File: config.mk
export PLATFORM = sky130hd
export DESIGN_NAME = piso_read_sched_flat
export DESIGN_NICKNAME = d
export VERILOG_FILES = /design/src/rtl/piso_read_sched_if.sv /design/src/rtl/piso_read_sched.sv /design/src/flat_wrapper.sv
export SDC_FILE = /design/constraint.sdc
export NUM_CORES = 1
export LEC_CHECK = 0
export ABC_AREA = 1
export BUFFER_PORTS_ARGS = -buffer_cell sky130_fd_sc_hd__buf_2
export CELL_PAD_IN_SITES_DETAIL_PLACEMENT = 0
export CELL_PAD_IN_SITES_GLOBAL_PLACEMENT = 1
export CORE_UTILIZATION = 36
export CTS_CLUSTER_DIAMETER = 80
export DETAILED_ROUTE_END_ITERATION = 8
export PLACE_DENSITY = 0.83
export SLEW_MARGIN = 20
export SYNTH_ARGS = -nofsm -noshare
export SYNTH_HDL_FRONTEND = slang
export SYNTH_SLANG_ARGS = --single-unit
File: constraint.sdc
create_clock -name clk -period 4.2 [get_ports clk]
set_clock_uncertainty 0.15 [all_clocks]
set_input_delay 0.42 -clock clk [delete_from_list [all_inputs] [get_ports clk]]
set_output_delay 0.42 -clock clk [all_outputs]
set_load 0.05 [all_outputs]
File: src/rtl/piso_read_sched_if.sv
`default_nettype none
// ============================================================================
// Module   : piso_read_sched_if
// Purpose  : Bundles the requester, SRAM and serializer signals of the
//            piso_read_sched block.
//            slave  - the scheduler side (drives grant/done/SRAM/serializer)
//            master - the environment side (requesters, SRAM, serializer)
// Signals  : req/req_addr/req_len    requester inputs (slice i = requester i)
//            grant/done              one-cycle per-requester pulses
//            busy/cur_id             scheduler status
//            sram_cs/sram_addr       SRAM read port, sram_rdata one cycle later
//            ser_rd_en/ser_data      serializer load strobe and word
//            ser_read_ready          serializer idle/ready
// Revision : 1.0 - initial release
// ============================================================================
interface piso_read_sched_if #(
  parameter int N_REQ  = 4,
  parameter int WIDTH  = 32,
  parameter int ADDR_W = 8,
  parameter int LEN_W  = 8,
  parameter int ID_W   = 2
);
  logic [N_REQ-1:0]        req;
  logic [N_REQ*ADDR_W-1:0] req_addr;
  logic [N_REQ*LEN_W-1:0]  req_len;
  logic [N_REQ-1:0]        grant;
  logic [N_REQ-1:0]        done;
  logic                    busy;
  logic [ID_W-1:0]         cur_id;
  logic                    sram_cs;
  logic [ADDR_W-1:0]       sram_addr;
  logic [WIDTH-1:0]        sram_rdata;
  logic                    ser_rd_en;
  logic [WIDTH-1:0]        ser_data;
  logic                    ser_read_ready;

  modport slave (
    input  req, req_addr, req_len, sram_rdata, ser_read_ready,
    output grant, done, busy, cur_id, sram_cs, sram_addr, ser_rd_en, ser_data
  );

  modport master (
    output req, req_addr, req_len, sram_rdata, ser_read_ready,
    input  grant, done, busy, cur_id, sram_cs, sram_addr, ser_rd_en, ser_data
  );
endinterface
`default_nettype wire

File: src/rtl/piso_read_sched.sv
`default_nettype none
// ============================================================================
// Module   : piso_read_sched
// Purpose  : Round-robin read scheduler between a single-port SRAM and a
//            parallel-in/serial-out serializer. The granted requester's burst
//            is fetched one word at a time; each word is handed to the
//            serializer with a one-cycle load strobe, and the next word is
//            fetched only after the serializer reports ready again.
// Ports    : clk  - clock, rising edge
//            rst  - asynchronous active-high reset
//            bus  - piso_read_sched_if.slave (requester, SRAM, serializer)
// Revision : 1.0 - initial release
// ============================================================================
module piso_read_sched #(
  parameter int N_REQ  = 4,
  parameter int WIDTH  = 32,
  parameter int ADDR_W = 8,
  parameter int LEN_W  = 8,
  parameter int ID_W   = 2
) (
  input  wire logic           clk,
  input  wire logic           rst,
  piso_read_sched_if.slave    bus
);

  typedef enum logic [2:0] {
    S_IDLE  = 3'd0,
    S_RD    = 3'd1,
    S_CAP   = 3'd2,
    S_LOAD  = 3'd3,
    S_DRAIN = 3'd4,
    S_DONE  = 3'd5
  } state_t;

  state_t             r_state;
  state_t             w_state_nxt;

  logic [ID_W-1:0]    r_rr_ptr;
  logic [ID_W-1:0]    r_cur_id;
  logic [ADDR_W-1:0]  r_cur_addr;
  logic [LEN_W-1:0]   r_rem;
  logic [WIDTH-1:0]   r_word;
  logic [N_REQ-1:0]   r_grant;

  logic               w_found;
  logic               w_found_hi;
  logic [ID_W-1:0]    w_lo_id;
  logic [ID_W-1:0]    w_hi_id;
  logic [ID_W-1:0]    w_win;
  logic [N_REQ-1:0]   w_win_oh;
  logic [N_REQ-1:0]   w_cur_oh;
  logic [ADDR_W-1:0]  w_win_addr;
  logic [LEN_W-1:0]   w_win_len;
  logic [ID_W-1:0]    w_rr_nxt;

  // Round-robin pick: the lowest requester at or above r_rr_ptr wins; if none
  // is there, wrap around to the lowest requester overall. Scanning downward
  // leaves the lowest matching index in each candidate.
  always_comb begin
    w_found    = 1'b0;
    w_found_hi = 1'b0;
    w_lo_id    = '0;
    w_hi_id    = '0;
    for (int i = N_REQ - 1; i >= 0; i--) begin
      if (bus.req[i]) begin
        w_found = 1'b1;
        w_lo_id = ID_W'(i);
        if (ID_W'(i) >= r_rr_ptr) begin
          w_found_hi = 1'b1;
          w_hi_id    = ID_W'(i);
        end
      end
    end
    w_win = w_found_hi ? w_hi_id : w_lo_id;
  end

  always_comb begin
    w_win_oh   = '0;
    w_cur_oh   = '0;
    w_win_addr = '0;
    w_win_len  = '0;
    for (int i = 0; i < N_REQ; i++) begin
      w_win_oh[i] = (w_win == ID_W'(i));
      w_cur_oh[i] = (r_cur_id == ID_W'(i));
      if (w_win == ID_W'(i)) begin
        w_win_addr = bus.req_addr[i*ADDR_W +: ADDR_W];
        w_win_len  = bus.req_len[i*LEN_W +: LEN_W];
      end
    end
  end

  assign w_rr_nxt = (r_cur_id == ID_W'(N_REQ - 1)) ? '0 : r_cur_id + ID_W'(1);

  always_ff @(posedge clk or posedge rst) begin
    if (rst) begin
      r_state <= S_IDLE;
    end else begin
      r_state <= w_state_nxt;
    end
  end

  // A zero-length burst still spends its grant cycle in RD (with the SRAM read
  // suppressed) so that grant, done and the return to IDLE land on
  // consecutive cycles exactly as for a normal burst's first slot.
  always_comb begin
    w_state_nxt = r_state;
    case (r_state)
      S_IDLE:  if (w_found) w_state_nxt = S_RD;
      S_RD:    w_state_nxt = (r_rem == '0) ? S_DONE : S_CAP;
      S_CAP:   w_state_nxt = S_LOAD;
      S_LOAD:  if (bus.ser_read_ready) w_state_nxt = S_DRAIN;
      S_DRAIN: if (bus.ser_read_ready)
                 w_state_nxt = (r_rem == LEN_W'(1)) ? S_DONE : S_RD;
      S_DONE:  w_state_nxt = S_IDLE;
      default: w_state_nxt = S_IDLE;
    endcase
  end

  always_ff @(posedge clk or posedge rst) begin
    if (rst) begin
      r_rr_ptr   <= '0;
      r_cur_id   <= '0;
      r_cur_addr <= '0;
      r_rem      <= '0;
      r_word     <= '0;
      r_grant    <= '0;
    end else begin
      r_grant <= '0;
      case (r_state)
        S_IDLE: begin
          if (w_found) begin
            r_cur_id   <= w_win;
            r_cur_addr <= w_win_addr;
            r_rem      <= w_win_len;
            r_grant    <= w_win_oh;
          end
        end
        S_CAP: begin
          r_word <= bus.sram_rdata;
        end
        S_DRAIN: begin
          // Serializer has finished the previous word: advance the burst.
          if (bus.ser_read_ready) begin
            r_rem      <= r_rem - LEN_W'(1);
            r_cur_addr <= r_cur_addr + ADDR_W'(1);
          end
        end
        S_DONE: begin
          r_rr_ptr <= w_rr_nxt;
        end
        default: ;
      endcase
    end
  end

  assign bus.grant     = r_grant;
  assign bus.done      = (r_state == S_DONE) ? w_cur_oh : '0;
  assign bus.busy      = (r_state != S_IDLE);
  assign bus.cur_id    = r_cur_id;
  assign bus.sram_cs   = (r_state == S_RD) && (r_rem != '0);
  assign bus.sram_addr = r_cur_addr;
  assign bus.ser_rd_en = (r_state == S_LOAD) && bus.ser_read_ready;
  assign bus.ser_data  = r_word;

endmodule
`default_nettype wire

File: src/flat_wrapper.sv
// flat-port wrapper written by rule: the top's interface ports become plain ports
module piso_read_sched_flat 
#(
  parameter int N_REQ  = 4,
  parameter int WIDTH  = 32,
  parameter int ADDR_W = 8,
  parameter int LEN_W  = 8,
  parameter int ID_W   = 2
)
  (clk, rst, bus_req, bus_req_addr, bus_req_len, bus_sram_rdata, bus_ser_read_ready, bus_grant, bus_done, bus_busy, bus_cur_id, bus_sram_cs, bus_sram_addr, bus_ser_rd_en, bus_ser_data);
  piso_read_sched_if #(.N_REQ(N_REQ), .WIDTH(WIDTH), .ADDR_W(ADDR_W), .LEN_W(LEN_W), .ID_W(ID_W)) bus_i ();
  input  wire logic clk;
  input  wire logic rst;
  input wire logic [$bits(bus_i.req)-1:0] bus_req;
  input wire logic [$bits(bus_i.req_addr)-1:0] bus_req_addr;
  input wire logic [$bits(bus_i.req_len)-1:0] bus_req_len;
  input wire logic [$bits(bus_i.sram_rdata)-1:0] bus_sram_rdata;
  input wire logic [$bits(bus_i.ser_read_ready)-1:0] bus_ser_read_ready;
  output wire logic [$bits(bus_i.grant)-1:0] bus_grant;
  output wire logic [$bits(bus_i.done)-1:0] bus_done;
  output wire logic [$bits(bus_i.busy)-1:0] bus_busy;
  output wire logic [$bits(bus_i.cur_id)-1:0] bus_cur_id;
  output wire logic [$bits(bus_i.sram_cs)-1:0] bus_sram_cs;
  output wire logic [$bits(bus_i.sram_addr)-1:0] bus_sram_addr;
  output wire logic [$bits(bus_i.ser_rd_en)-1:0] bus_ser_rd_en;
  output wire logic [$bits(bus_i.ser_data)-1:0] bus_ser_data;
  assign bus_i.req = bus_req;
  assign bus_i.req_addr = bus_req_addr;
  assign bus_i.req_len = bus_req_len;
  assign bus_i.sram_rdata = bus_sram_rdata;
  assign bus_i.ser_read_ready = bus_ser_read_ready;
  assign bus_grant = bus_i.grant;
  assign bus_done = bus_i.done;
  assign bus_busy = bus_i.busy;
  assign bus_cur_id = bus_i.cur_id;
  assign bus_sram_cs = bus_i.sram_cs;
  assign bus_sram_addr = bus_i.sram_addr;
  assign bus_ser_rd_en = bus_i.ser_rd_en;
  assign bus_ser_data = bus_i.ser_data;
  piso_read_sched #(.N_REQ(N_REQ), .WIDTH(WIDTH), .ADDR_W(ADDR_W), .LEN_W(LEN_W), .ID_W(ID_W)) u_core (.clk(clk), .rst(rst), .bus(bus_i));
endmodule
==> metrics.txt <==
PnR worst setup slack 1.63 ns; largest net degree at the start of global routing 35; core box area 9330 um^2; # setup viols final 0; slowest stage delay, CP 0.47 ns; met3 Track Usage GR 4.99%; final period utilization 61.2%; CP top delay family simple AND/OR/NAND/NOR gates; Final TNS setup 0 ns; final worst path period need 2.57 ns; GRT Total Usage 18.6%; first-pass GRT wire length 14700 um; gpl congestion 0.834; dominant cells by area after synthesis dfrtp_1 42%, mux2_2 10%, nand2_1 7.8%, nand3_1 6.6%, inv_1 5.7%; Slew HR 55.0%; crit start category register; worst-path cell chain nor2_1 > nand2_1 > nand2_1 > inv_2 > nand2_1 > inv_2 > nor2_4 > nand2_1 > nand3_1 > nand2_1 > a21boi_1; MaxCap Viol Count 0; depth of the most critical reg-to-reg path 11; Combinational Power Share 60.1%; row count 35; I/O pin count 156; via count 3331; final net count 685; Critical Path RT 4.30 ns; grt met1 use 23.8%; final wirelength 9080 um; post-synth net total 533; vias in the first global route 3178; CTS tree done; CP max stage cell nand2_1; R2R Path Start u_core.r_rr_ptr[0]; drt drc 0; Slew @ Worst Pin 0.675 ns; Cells after Synth 423; Sw Share 52.3%; critical path arrival 2.68 ns; Initial Util 37.6%; Die X 101 um; port bufs 155; Synth Register Bits 59; Detail Route Antenna Nets 0; final non-filler cell total 709; Pleak 2.42 nW; Max Freq 0.389 GHz; Placed Cells 693; Resized cells post-CTS 0; CP endpoint kind register; WL/cell 12.8 um; DRT Pass-1 Iters 4; ant diodes 0; Clock Pin Slew Worst Setup and Hold Paths 0.07 ns; Internal 1.95 mW; HP Class primary input to asynchronous set/reset pin; R2R Path End u_core.r_rem[2]; Unique masters post-synth 33; post-layout power 4.09 mW; Layout area overhead 30.2%; Die Area 10100 um^2; number of buffers and inverters on the critical path 2; CTS Hold Bufs 0; grt ovf 0; peak supply drop 0.361 mV; Synthesis Warnings 0; CTS H-Tree Depth 3; commonest non-fill, non-tap cells in the layout 155 x buf_2, 73 x nand2_1, 59 x dfrtp_1; Max FO, Critical Path 27; maximum root-to-sink buffer count 2; vias per cell 4.70; global routing usage on met2 31.1%; outcome finished clean; initial drt markers 110; crit-path most repeated cell nand2_1; Avg Cell Area, Syn 8.30 um^2; Num CTS Buffers 9; Skew-Pair Late Insertion Delay 0.33 ns; HPWL Detailed 7250 um; RSZ-0062 raised after global routing no; layout cells sized above 1 38.8%; Setup CP Type register to register; power share of the clock group 14.5%; Synth top area share 42.1%; CTS sink cnt 59; register area share after synthesis 42.1%; CTS Root Cell clkbuf_8; antenna violations before repair 0; setup bufs post-CTS 0; R2R Setup Slk 1.63 ns; Chip Height 101 um; commonest non-fill, non-tap cell in the layout buf_2; dpl ws 1.58 ns; final hold slack 0.0319 ns; Yosys top cell by area dfrtp_1; Final Max Slew Viols 0; Post-Syn Area 3510 um^2; Power per Cell Area 895 nW/um^2; endpoints failing hold 0; GR peak layer met2; Setup crit start u_core.r_rr_ptr[0]; sequential share of power 25.4%; Net Switching 2.14 mW
layer usage:
metal | up-vias | wire length (um)
li1 | 1702 | -
met5 | - | 0
met2 | 146 | 4110
met4 | 0 | 57
met1 | 1478 | 4190
met3 | 5 | 717
flip-flops by register name, summed over array words and instances, names as in the netlist:
signal / cells
u_core.bus.cur_id: 2
u_core.r_state: 3
u_core.bus.grant: 4
u_core.r_rem: 8
u_core.r_rr_ptr: 2
u_core.bus.sram_addr: 8
u_core.bus.ser_data: 32
stage by stage:
step	cell area, um^2	util [%]
after floorplan	3510	-
after global placement	4340	46.6
after detailed placement	4340	46.6
after CTS	4570	49.0
after global routing	4570	49.0
final	4570	49.0
worst reg2reg max path, stage by stage (launching register included):
cell and delay (ns):
dfrtp_1 0.41, nor2_1 0.11, nand2_1 0.09, nand2_1 0.12, inv_2 0.04, nand2_1 0.47
inv_2 0.38, nor2_4 0.36, nand2_1 0.09, nand3_1 0.11, nand2_1 0.08, a21boi_1 0.12
Yosys cell counts (all sizes together):
cell type  number
buf            14
o31ai           2
xor2            1
inv            60
or2             1
nand3b          1
nand3          46
nor3            5
nand2          79
clkbuf          2
nand4          12
a31oi           2
o21ai          39
ha              7
dfrtp          59
nor4            1
a21oi          18
mux2           32
a21boi          8
nor2           34
worst max path at each step:
stage / to / slack [ns] / cells after the start
3_5_place_dp: u_core.bus.sram_addr[2] / 1.58 / 11
3_3_place_gp: u_core.r_rem[4] / 1.63 / 11
5_1_grt: u_core.bus.sram_addr[7] / 1.32 / 11
2_1_floorplan: bus_done[3] / 2.02 / 3
6_report: u_core.r_rem[2] / 1.63 / 11
4_1_cts: bus_done[1] / 1.60 / 5
power groups by stage:
stage          combinational (mW)  clock, mW  sequential [mW]
6_report                     2.46      0.593             1.04
2_1_floorplan                1.25          0             1.77
3_5_place_dp                 2.48          0             1.05
4_1_cts                      2.48      0.608             1.04
5_1_grt                      2.69      0.634             1.07
3_3_place_gp                 2.45          0             1.03
final cells by class:
class	instances	area, um^2
fill	920	4760
multi-input combinational	288	1680
clock buffer	12	155
sequential	59	1480
tap	129	161
clock inverter	4	72.6
timing repair buffer	157	791
inverter	60	230
cells by family (layout without fill, tap and decap cells):
| family | Yosys count | count (layout) | share of synthesized area (%) |
|---|---|---|---|
| adders and majority gates | 7 | 7 | 2.50 |
| buffers and inverters | 76 | 233 | 9.95 |
| xor gates and xnor gates | 1 | 1 | 0.250 |
| DFF | 59 | 59 | 42.1 |
| and+or+nand+nor | 179 | 179 | 23.9 |
| muxes | 32 | 32 | 10.3 |
| AOI/OAI and AO/OA | 69 | 69 | 11.1 |
Power figures use the tool's default switching activity.
